--- src/rtl/eprisc_io_pkg.sv ---
// Shared definitions for the epRISC I/O controller: register map, STATUS bit
// positions and the serial state encoding.
package eprisc_io_pkg;

    localparam logic [2:0] REG_STATUS  = 3'd0;
    localparam logic [2:0] REG_RXDATA  = 3'd1;
    localparam logic [2:0] REG_TXDATA  = 3'd2;
    localparam logic [2:0] REG_CONTROL = 3'd3;
    localparam logic [2:0] REG_ID      = 3'd4;

    localparam int ST_NOT_EMPTY = 0;
    localparam int ST_OVERRUN   = 1;
    localparam int ST_FRAMING   = 2;
    localparam int ST_TX_BUSY   = 3;
    localparam int ST_FULL      = 4;

    typedef enum logic [1:0] {IDLE, START, DATA, STOP} serial_state_t;

endpackage

--- src/rtl/eprisc_uart_rx.sv ---
// 8N1 UART receiver: input synchronizer, start/data/stop state machine and
// bit timing. Emits a one-cycle valid or framing-error strobe per frame.
module eprisc_uart_rx
    import eprisc_io_pkg::*;
#(
    parameter int CLKS_PER_BIT = 256
) (
    input  logic       clk,
    input  logic       rst_n,
    input  logic       flush,
    input  logic       rx,
    output logic [7:0] data,
    output logic       valid,
    output logic       frame_err
);

    localparam int CW = (CLKS_PER_BIT > 2) ? $clog2(CLKS_PER_BIT) : 1;
    localparam logic [CW-1:0] BIT_LAST  = CW'(CLKS_PER_BIT - 1);
    localparam logic [CW-1:0] HALF_LAST = CW'(CLKS_PER_BIT / 2 - 1);

    serial_state_t state, state_n;
    logic          rx_meta, rx_sync, rx_prev;
    logic [CW-1:0] cnt, cnt_n;
    logic [2:0]    bit_idx, bit_n;
    logic [7:0]    shift, shift_n;
    logic          valid_n, err_n;

    // NOTE: every register below is sequential state, so it is written with <= only.
    always_ff @(posedge clk) begin
        if (!rst_n) begin
            rx_meta   <= 1'b1;
            rx_sync   <= 1'b1;
            rx_prev   <= 1'b1;
            state     <= IDLE;
            cnt       <= '0;
            bit_idx   <= '0;
            shift     <= '0;
            valid     <= 1'b0;
            frame_err <= 1'b0;
        end else begin
            rx_meta   <= rx;
            rx_sync   <= rx_meta;
            rx_prev   <= rx_sync;
            state     <= state_n;
            cnt       <= cnt_n;
            bit_idx   <= bit_n;
            shift     <= shift_n;
            valid     <= valid_n;
            frame_err <= err_n;
        end
    end

    // NOTE: all outputs of this block get a default first so no latch is inferred.
    always_comb begin
        state_n = state;
        cnt_n   = cnt + 1'b1;
        bit_n   = bit_idx;
        shift_n = shift;
        valid_n = 1'b0;
        err_n   = 1'b0;
        unique case (state)
            IDLE: begin
                cnt_n = '0;
                if (rx_prev && !rx_sync) state_n = START;
            end
            START: begin
                if (cnt == HALF_LAST) begin
                    cnt_n   = '0;
                    bit_n   = '0;
                    state_n = rx_sync ? IDLE : DATA;
                end
            end
            DATA: begin
                if (cnt == BIT_LAST) begin
                    cnt_n   = '0;
                    shift_n = {rx_sync, shift[7:1]};
                    if (bit_idx == 3'd7) state_n = STOP;
                    else                 bit_n   = bit_idx + 3'd1;
                end
            end
            STOP: begin
                if (cnt == BIT_LAST) begin
                    cnt_n   = '0;
                    state_n = IDLE;
                    valid_n = rx_sync;
                    err_n   = !rx_sync;
                end
            end
            default: state_n = IDLE;
        endcase
        if (flush) begin
            state_n = IDLE;
            cnt_n   = '0;
            valid_n = 1'b0;
            err_n   = 1'b0;
        end
    end

    assign data = shift;

endmodule

--- src/rtl/eprisc_io_controller.sv ---
// epRISC I/O controller: byte-wide bus slave with a register file, RX FIFO,
// UART transmitter and an RX-pending interrupt.
module eprisc_io_controller
    import eprisc_io_pkg::*;
#(
    parameter int          CLKS_PER_BIT = 256,
    parameter int          RX_DEPTH     = 4,
    parameter logic [7:0]  DEVICE_ID    = 8'hE5
) (
    input  logic       iBoardClock,
    input  logic       iBoardReset,
    input  logic       oBusClock,
    input  logic [1:0] oBusSelect,
    input  logic [7:0] oBusMOSI,
    output logic [7:0] iBusMISO,
    output logic       iBusInterrupt,
    input  logic       iTTLSerialRX,
    input  logic       iTTLSerialRST,
    output logic       oTTLSerialTX
);

    localparam int PW = $clog2(RX_DEPTH);
    localparam int CW = (CLKS_PER_BIT > 2) ? $clog2(CLKS_PER_BIT) : 1;
    localparam logic [CW-1:0] BIT_LAST = CW'(CLKS_PER_BIT - 1);
    localparam logic [PW:0]   FIFO_MAX = (PW + 1)'(RX_DEPTH);

    // Bus framing
    logic       bus_clk_q, selected, bus_rise, edge2;
    logic [1:0] edge_cnt;
    logic       cmd_write;
    logic [2:0] cmd_addr;
    logic       wr_strobe, rd_strobe, status_rd;

    // Registers, FIFO, TX
    logic [7:0] control, status, rd_data;
    logic       overrun, ferr;
    logic [7:0] fifo_mem [RX_DEPTH];
    logic [PW-1:0] wr_ptr, rd_ptr;
    logic [PW:0]   count;
    logic       empty, full, push, pop;
    logic       tx_busy, tx_line, tx_load;
    logic [CW-1:0] tx_cnt;
    logic [3:0] tx_bit;
    logic [8:0] tx_frame;
    logic [7:0] rx_data;
    logic       rx_valid, rx_err;

    eprisc_uart_rx #(.CLKS_PER_BIT(CLKS_PER_BIT)) u_rx (
        .clk      (iBoardClock),
        .rst_n    (iBoardReset),
        .flush    (iTTLSerialRST),
        .rx       (iTTLSerialRX),
        .data     (rx_data),
        .valid    (rx_valid),
        .frame_err(rx_err)
    );

    assign selected  = (oBusSelect == 2'b01);
    assign bus_rise  = oBusClock && !bus_clk_q;
    assign edge2     = selected && bus_rise && (edge_cnt == 2'd1);
    assign wr_strobe = edge2 && cmd_write;
    assign rd_strobe = edge2 && !cmd_write;
    assign status_rd = rd_strobe && (cmd_addr == REG_STATUS);

    assign empty   = (count == '0);
    assign full    = (count == FIFO_MAX);
    assign pop     = rd_strobe && (cmd_addr == REG_RXDATA) && !empty;
    // A simultaneous pop frees the slot, so a push into a full FIFO still lands.
    assign push    = rx_valid && (!full || pop);
    assign tx_load = wr_strobe && (cmd_addr == REG_TXDATA) && !tx_busy;

    always_ff @(posedge iBoardClock) begin
        if (!iBoardReset) begin
            bus_clk_q <= 1'b0;
            edge_cnt  <= '0;
            cmd_write <= 1'b0;
            cmd_addr  <= '0;
        end else begin
            bus_clk_q <= oBusClock;
            if (!selected) begin
                edge_cnt <= '0;
            end else if (bus_rise && edge_cnt != 2'd2) begin
                edge_cnt <= edge_cnt + 2'd1;
                if (edge_cnt == 2'd0) begin
                    cmd_write <= oBusMOSI[7];
                    cmd_addr  <= oBusMOSI[2:0];
                end
            end
        end
    end

    always_comb begin
        status               = '0;
        status[ST_NOT_EMPTY] = !empty;
        status[ST_OVERRUN]   = overrun;
        status[ST_FRAMING]   = ferr;
        status[ST_TX_BUSY]   = tx_busy;
        status[ST_FULL]      = full;
    end

    always_comb begin
        rd_data = '0;
        case (cmd_addr)
            REG_STATUS:  rd_data = status;
            REG_RXDATA:  rd_data = empty ? 8'h00 : fifo_mem[rd_ptr];
            REG_CONTROL: rd_data = control;
            REG_ID:      rd_data = DEVICE_ID;
            default:     rd_data = '0;
        endcase
    end

    always_ff @(posedge iBoardClock) begin
        if (!iBoardReset) begin
            control       <= '0;
            overrun       <= 1'b0;
            ferr          <= 1'b0;
            iBusMISO      <= '0;
            iBusInterrupt <= 1'b0;
        end else begin
            if (wr_strobe && cmd_addr == REG_CONTROL) control <= oBusMOSI;
            if (rd_strobe) iBusMISO <= rd_data;
            // A set arriving with the clearing STATUS read wins so no event is lost.
            if (status_rd) begin
                overrun <= 1'b0;
                ferr    <= 1'b0;
            end
            if (rx_valid && full && !pop) overrun <= 1'b1;
            if (rx_err) ferr <= 1'b1;
            iBusInterrupt <= control[0] && !empty;
        end
    end

    always_ff @(posedge iBoardClock) begin
        if (!iBoardReset || iTTLSerialRST) begin
            wr_ptr <= '0;
            rd_ptr <= '0;
            count  <= '0;
        end else begin
            if (push) wr_ptr <= wr_ptr + 1'b1;
            if (pop)  rd_ptr <= rd_ptr + 1'b1;
            if (push && !pop)      count <= count + 1'b1;
            else if (pop && !push) count <= count - 1'b1;
        end
    end

    // NOTE: FIFO storage has no reset; the pointers and count define validity.
    always_ff @(posedge iBoardClock) begin
        if (push) fifo_mem[wr_ptr] <= rx_data;
    end

    always_ff @(posedge iBoardClock) begin
        if (!iBoardReset || iTTLSerialRST) begin
            tx_busy  <= 1'b0;
            tx_line  <= 1'b1;
            tx_cnt   <= '0;
            tx_bit   <= '0;
            tx_frame <= '0;
        end else if (tx_load) begin
            tx_busy  <= 1'b1;
            tx_line  <= 1'b0;
            tx_cnt   <= '0;
            tx_bit   <= '0;
            tx_frame <= {1'b1, oBusMOSI};
        end else if (tx_busy) begin
            if (tx_cnt == BIT_LAST) begin
                tx_cnt <= '0;
                if (tx_bit == 4'd9) begin
                    tx_busy <= 1'b0;
                end else begin
                    tx_bit   <= tx_bit + 4'd1;
                    tx_line  <= tx_frame[0];
                    tx_frame <= {1'b0, tx_frame[8:1]};
                end
            end else begin
                tx_cnt <= tx_cnt + 1'b1;
            end
        end
    end

    assign oTTLSerialTX = tx_line;

endmodule

--- config.mk ---
export PLATFORM = sky130hd
export DESIGN_NAME = eprisc_io_controller
export DESIGN_NICKNAME = d
export VERILOG_FILES = /design/src/rtl/eprisc_io_pkg.sv /design/src/rtl/eprisc_uart_rx.sv /design/src/rtl/eprisc_io_controller.sv
export SDC_FILE = /design/constraint.sdc
export NUM_CORES = 1
export LEC_CHECK = 0
export CAP_MARGIN = 20
export CORE_AREA = 4 4 98 100
export CTS_CLUSTER_DIAMETER = 50
export DETAILED_ROUTE_END_ITERATION = 12
export DIE_AREA = 0 0 102 104
export PLACE_DENSITY = 0.81
export SYNTH_ARGS = -nofsm -noshare
export SYNTH_HDL_FRONTEND = slang
export SYNTH_SLANG_ARGS = --single-unit
--- constraint.sdc ---
create_clock -name iBoardClock -period 3.4 [get_ports iBoardClock]
set_input_delay 0.34 -clock iBoardClock [delete_from_list [all_inputs] [get_ports iBoardClock]]
set_output_delay 0.34 -clock iBoardClock [all_outputs]
set_load 0.01 [all_outputs]
[Yosys cells after proc, flatten, opt, wreduce, memory -nomap -nowiden]
Memory sizes are Yosys's and may differ from the RTL's. A register that Yosys moved wholly into a read port is not among the register bits.
Index checks and enable logic that the tools add are counted.
Operators by class
  add/sub/neg operators: 9
  eq/ne operators: 23
  bitwise operators: 4
  reductions and logical operators: 51
  muxes and demuxes: 38
Operators by type and width (number)
  $mux 9: 4
  $mux 8: 4
  $pmux 8 s4: 1
  $pmux 8 s3: 1
  $logic_and 1x1->1: 19
  $add 8x1->8 const B: 2
  $eq 8x8->1 const B: 2
  $mux 2: 8
  $mux 3: 5
  $mux 1: 13
  $reduce_bool 2->1: 6
  $ne 2x1->1 const B: 5
  $eq 3x3->1 const B: 3
  $logic_not 1->1: 9
  $reduce_and 3->1: 3
  $eq 8x7->1 const B: 1
  $pmux 2 s4: 1
  $add 2x1->2 const B: 3
  $add 3x1->3 const B: 2
  $eq 2x1->1 const B: 3
  $eq 3x2->1 const B: 2
  $logic_not 3->1: 2
  $ne 2x2->1 const B: 3
  $pmux 3 s2: 1
  other kinds (13): 22
Word-level totals
  RAM bits: 32
  input port bits: 15
  word-level logic and storage cells: 152
  register bits after elaboration: 82
  output and inout port bits: 10
  memories: 1
Memory list
  fifo_mem: words 4, bits a word 8, read ports 1, clocked after Yosys merged registers in 1, wr ports 1, line eprisc_io_controller.sv:37  | logic [7:0] fifo_mem [RX_DEPTH];

[Depth between registers and ports, before layout]
  word-level depth: 13
  depth in mapped cells: 11
  mapped depth without buffers: 11

[Modules after synthesis]
A second synthesis with hierarchy kept.
Unflattened totals
  cells, all modules: 456
  area, all modules: 4998.5 um^2
By module, submodules not included
  eprisc_io_controller: cells each 339, area an instance 3906.2 um^2, sequential area each 2122.0 um^2, instances 1
  eprisc_uart_rx: cells each 117, area an instance 1092.3 um^2, sequential area each 520.5 um^2, instances 1

[Worst setup path before layout]
Ideal clock, no wire load.
  kind: reg-to-reg
  start: register edge_cnt[1]
  end: register count[2]
  period minus slack after synthesis: 2441 ps
  cell stages (with the launch flop): 12
  path slack: 959 ps
  arrival: 2370 ps
  library setup time: 70 ps
  path buffers: 0
  required time: 3330 ps
  cell sequence: dfxtp_1 > inv_1 > ha_1 > and4bb_2 > nand4_1 > a21boi_2 > ha_1 > inv_1 > fa_1 > xor2_1 > or3_1 > a21oi_1
On the way
  cells in the longest elaborated chain, start to end: 10
  elaborated cells between the ends (all ways): 13
  those cells by class: eq/ne (1); mux (1); reduce/logical (11)
RTL lines
  from (decl): line eprisc_io_controller.sv:29  | logic [1:0] edge_cnt;
  from (signal assigned): line eprisc_io_controller.sv:83  | edge_cnt <= edge_cnt + 2'd1;
  $eq 2x1->1 (*): line eprisc_io_controller.sv:60  | assign edge2 = selected && bus_rise && (edge_cnt == 2'd1);
  $logic_and 1x1->1 (*): line eprisc_io_controller.sv:60
  $logic_and 1x1->1 (*): line eprisc_io_controller.sv:62  | assign rd_strobe = edge2 && !cmd_write;
  $logic_and 1x1->1 (*) (2 in a row): line eprisc_io_controller.sv:67  | assign pop = rd_strobe && (cmd_addr == REG_RXDATA) && !empty;
  $logic_or 1x1->1 (*): line eprisc_io_controller.sv:69  | assign push = rx_valid && (!full || pop);
  $logic_and 1x1->1 (*): line eprisc_io_controller.sv:69
  net push: line eprisc_io_controller.sv:40  | logic empty, full, push, pop;
  $logic_not 1->1: line eprisc_io_controller.sv:142  | else if (pop && !push) count <= count - 1'b1;
  $logic_and 1x1->1: line eprisc_io_controller.sv:142
  $reduce_bool 2->1 (no source line)
  to (signal assigned): line eprisc_io_controller.sv:141  | if (push && !pop) count <= count + 1'b1;
  to (signal assigned): line eprisc_io_controller.sv:142
  to (decl): line eprisc_io_controller.sv:39  | logic [PW:0] count;
Mark *: on every way through the listed nets, which the timed path passes. The rest lies on a longest branch.
A chain may end at the register's enable or synchronous reset.

[Worst setup path in the final report]
Same ends and word-level chain as after synthesis.

==> out/qor.yml <==
clocking:
  htree_levels: 4
  root_buffer: "clkbuf_8"
  cts_tree: "done"
  numCtsBuffers: 17
  cts_setup_buffers: 0
  clkTransAtPathRegs_ps: 50
  clk_path_buf_depth: 2
  postCtsResizedCells: 0
  hold_buffers: 0
  clkSinkCount: 116
  clkLatencyLatePin_ps: 520
timing:
  worstMarginPinSlew_ps: 808
  setup_viol: 0
  hold_violations: 0
  fin_crit_ps: 2670
  post-route-period-util: 0.787
  setup_tns_ps: 0
  relSlewSlack: 0.460
  rsz0062_at_grt: "no"
  maxSlewViolCount: 0
  fmax_mhz: 374
  fin_ws_ps: 725
  worst_clock_skew_ps: 9.86
synthesis:
  synth_seq_cells: 116
  synth_edf_count: 32
  syn_area_per_cell_um2: 11.0
  synthArstFlopShare: 0
  synth_cell_types: 61
  syn_area_um2: 5000
  syn_inst: 456
  seq_area_frac_synth: 0.529
  yosys_warnings: 0
  syn-num-nets: 486
  ys.flop_type: "dfxtp_1"
die:
  die_x_um: 102
  io_pins: 25
  dieArea_um2: 10600
  initial_core_util: 0.576
  coreArea_um2: 8680
  die_h_um: 104
  rows: 34
placed_design:
  post-dp-hpwl_mm: 6.86
  dp_slack_ps: 425
  gp_congestion: 0.784
  dpl_cell_area_um2: 5290
  io_buffers: 24
cells_and_area:
  syn2layout_area_growth_pct: 17.1
  fin_area_um2: 5850
  drive_gt1_frac: 0.102
  final.fill_count: 621
  final_common_cell: "dfxtp_1"
  antennaDiodeCount: 0
  final_util: 0.674
  final_cell_mix: "84 x dfxtp_1, 35 x nor2_1, 32 x edfxtp_1"
  final_net_count: 509
pwr:
  peakVddDrop_mv: 0.415
  cellLeakagePower_nw: 2.06
  finalPower_mw: 3.19
  pwr_density_cell_nw_per_um2: 545
routing:
  drc: 0
  drt-vias-per-instance: 5.93
  wirelength_mm: 10.3
  dr.pass1.iters: 5
  num_vias: 3560
  ant_nets: 0
  routedWlPerCell_um: 17.1
  drtIter0Drc: 230
worst_setup_path:
  crit_slowest_cell: "fa_1"
  start_kind: "flip-flop"
  path_class: "flip-flop to flip-flop"
  crit_path_end_kind: "flip-flop"
  crit_chain: "inv_1 > ha_1 > and4bb_2 > nand4_1 > a21boi_2 > ha_1 > inv_1 > fa_1 > xor2_1 > or3_1 > a21oi_1"
  cp.arrival_ps: 3110
  critPathTopFamily: "adder cells"
  crit_fanout: 7
  cp.required_ps: 3830
  ff2ff_setup_slack_ps: 730
  max_stage_delay_ps: 370
  cp.buffers_inverters: 2
status:
  status: "finished clean"
job:
  cap_violations: 0
grt:
  track_usage: 0.207
  grt_pass1_wl_mm: 17.2
  globalRouteOverflowTotal: 0
  antenna_found_initial: 0
  grt_max_degree: 46
  grt_pass1_vias: 3576
min_path:
  hold_class: "primary input to flip-flop"
synthesized netlist by cell type (all sizes together), types with 2 or more instances:
cell type	count	area share
and4	2	0.0038
nor2	35	0.026
nand2b	3	0.0038
a22oi	4	0.0060
mux2i	25	0.050
nor3	3	0.0030
clkbuf	14	0.011
a21o	2	0.0030
nand2	26	0.020
and2	10	0.013
nand3	23	0.023
a21boi	2	0.0038
a2111oi	2	0.0035
nor3b	7	0.013
a211oi	3	0.0045
and3	5	0.0063
nor4bb	2	0.0040
o221ai	3	0.0053
ha	14	0.035
mux4	8	0.036
or3	3	0.0038
dfxtp	84	0.34
edfxtp	32	0.19
a21oi	18	0.018
buf	10	0.013
nand3b	4	0.0060
a31oi	3	0.0038
xnor2	8	0.014
o21ai	25	0.025
nor4	6	0.011
inv	14	0.011
nand4	9	0.017
nor2b	15	0.019
o31ai	2	0.0030
a211o	4	0.0070
xor2	11	0.019
power breakdown:
group | internal [mW] | total [mW] | switching [mW] | leakage [nW]
Combinational | 0.0307 | 0.0676 | 0.0369 | 0.756
Clock | 1.10 | 1.70 | 0.594 | 0.273
Sequential | 1.42 | 1.42 | 0.00593 | 1.03
path summary, 6_finish.rpt:
check	endpoint	depth (start not counted)	from
max reg2reg	count[2]	11	edge_cnt[1]
min	u_rx.rx_meta	2	iTTLSerialRX
min reg2reg	u_rx.rx_sync	1	u_rx.rx_meta
max	count[2]	11	edge_cnt[1]
final cells by class:
cell class / count / area, um^2 / share of cell area
Sequential cell: 116 / 2640 / 0.452
Multi-Input combinational cell: 302 / 2190 / 0.374
Clock buffer: 20 / 425 / 0.0727
Timing Repair Buffer: 28 / 270 / 0.0462
Clock inverter: 12 / 138 / 0.0235
Tap cell: 108 / 135 / 0.0231
Inverter: 14 / 52.6 / 0.00898
routing by layer:
| layer | global-route usage | vias to the layer above | wire [um] |
|---|---|---|---|
| li1 | - | 1700 | - |
| met1 | 0.243 | 1716 | 4280 |
| met2 | 0.342 | 114 | 5180 |
| met3 | 0.0637 | 30 | 542 |
| met4 | 0.0956 | 0 | 283 |
| met5 | 0 | - | 0 |
per-stage QoR:
stage / instances / hold WS [ps]
after floorplan: 456 / 386
after global placement: 568 / 390
after detailed placement: 568 / 394
after CTS: 600 / 367
after global routing: 600 / 371
final: 600 / 380
worst register-to-register path: cells and delay by family, from the launching register on:
| family | cells | cell delay, ps |
|---|---|---|
| buffers and inverters | 2 | 140 |
| AND/OR/NAND/NOR | 3 | 740 |
| adder cells (fa/ha/maj) | 3 | 760 |
| AO/OA/AOI/OAI | 2 | 470 |
| XOR/XNOR | 1 | 160 |
| flip-flops | 1 | 320 |
logic make-up after synthesis:
| family | share of synthesized area |
|---|---|
| buffers and inverters | 0.0338 |
| multiplexers | 0.0884 |
| XOR/XNOR | 0.0333 |
| adder cells (fa/ha/maj) | 0.0391 |
| AND/OR/NAND/NOR | 0.183 |
| flip-flops | 0.529 |
| AO/OA/AOI/OAI | 0.0936 |
registers in the layout, summed over array words and instances, names as in the netlist, 4 cells and up, named ones only:
| register | count |
|---|---|
| tx_bit | 4 |
| iBusMISO | 8 |
| u_rx.data | 8 |
| tx_cnt | 8 |
| fifo_mem | 32 |
| tx_frame | 9 |
| u_rx.cnt | 8 |
| control | 8 |
Note: power is estimated with default switching activity, not from simulation.
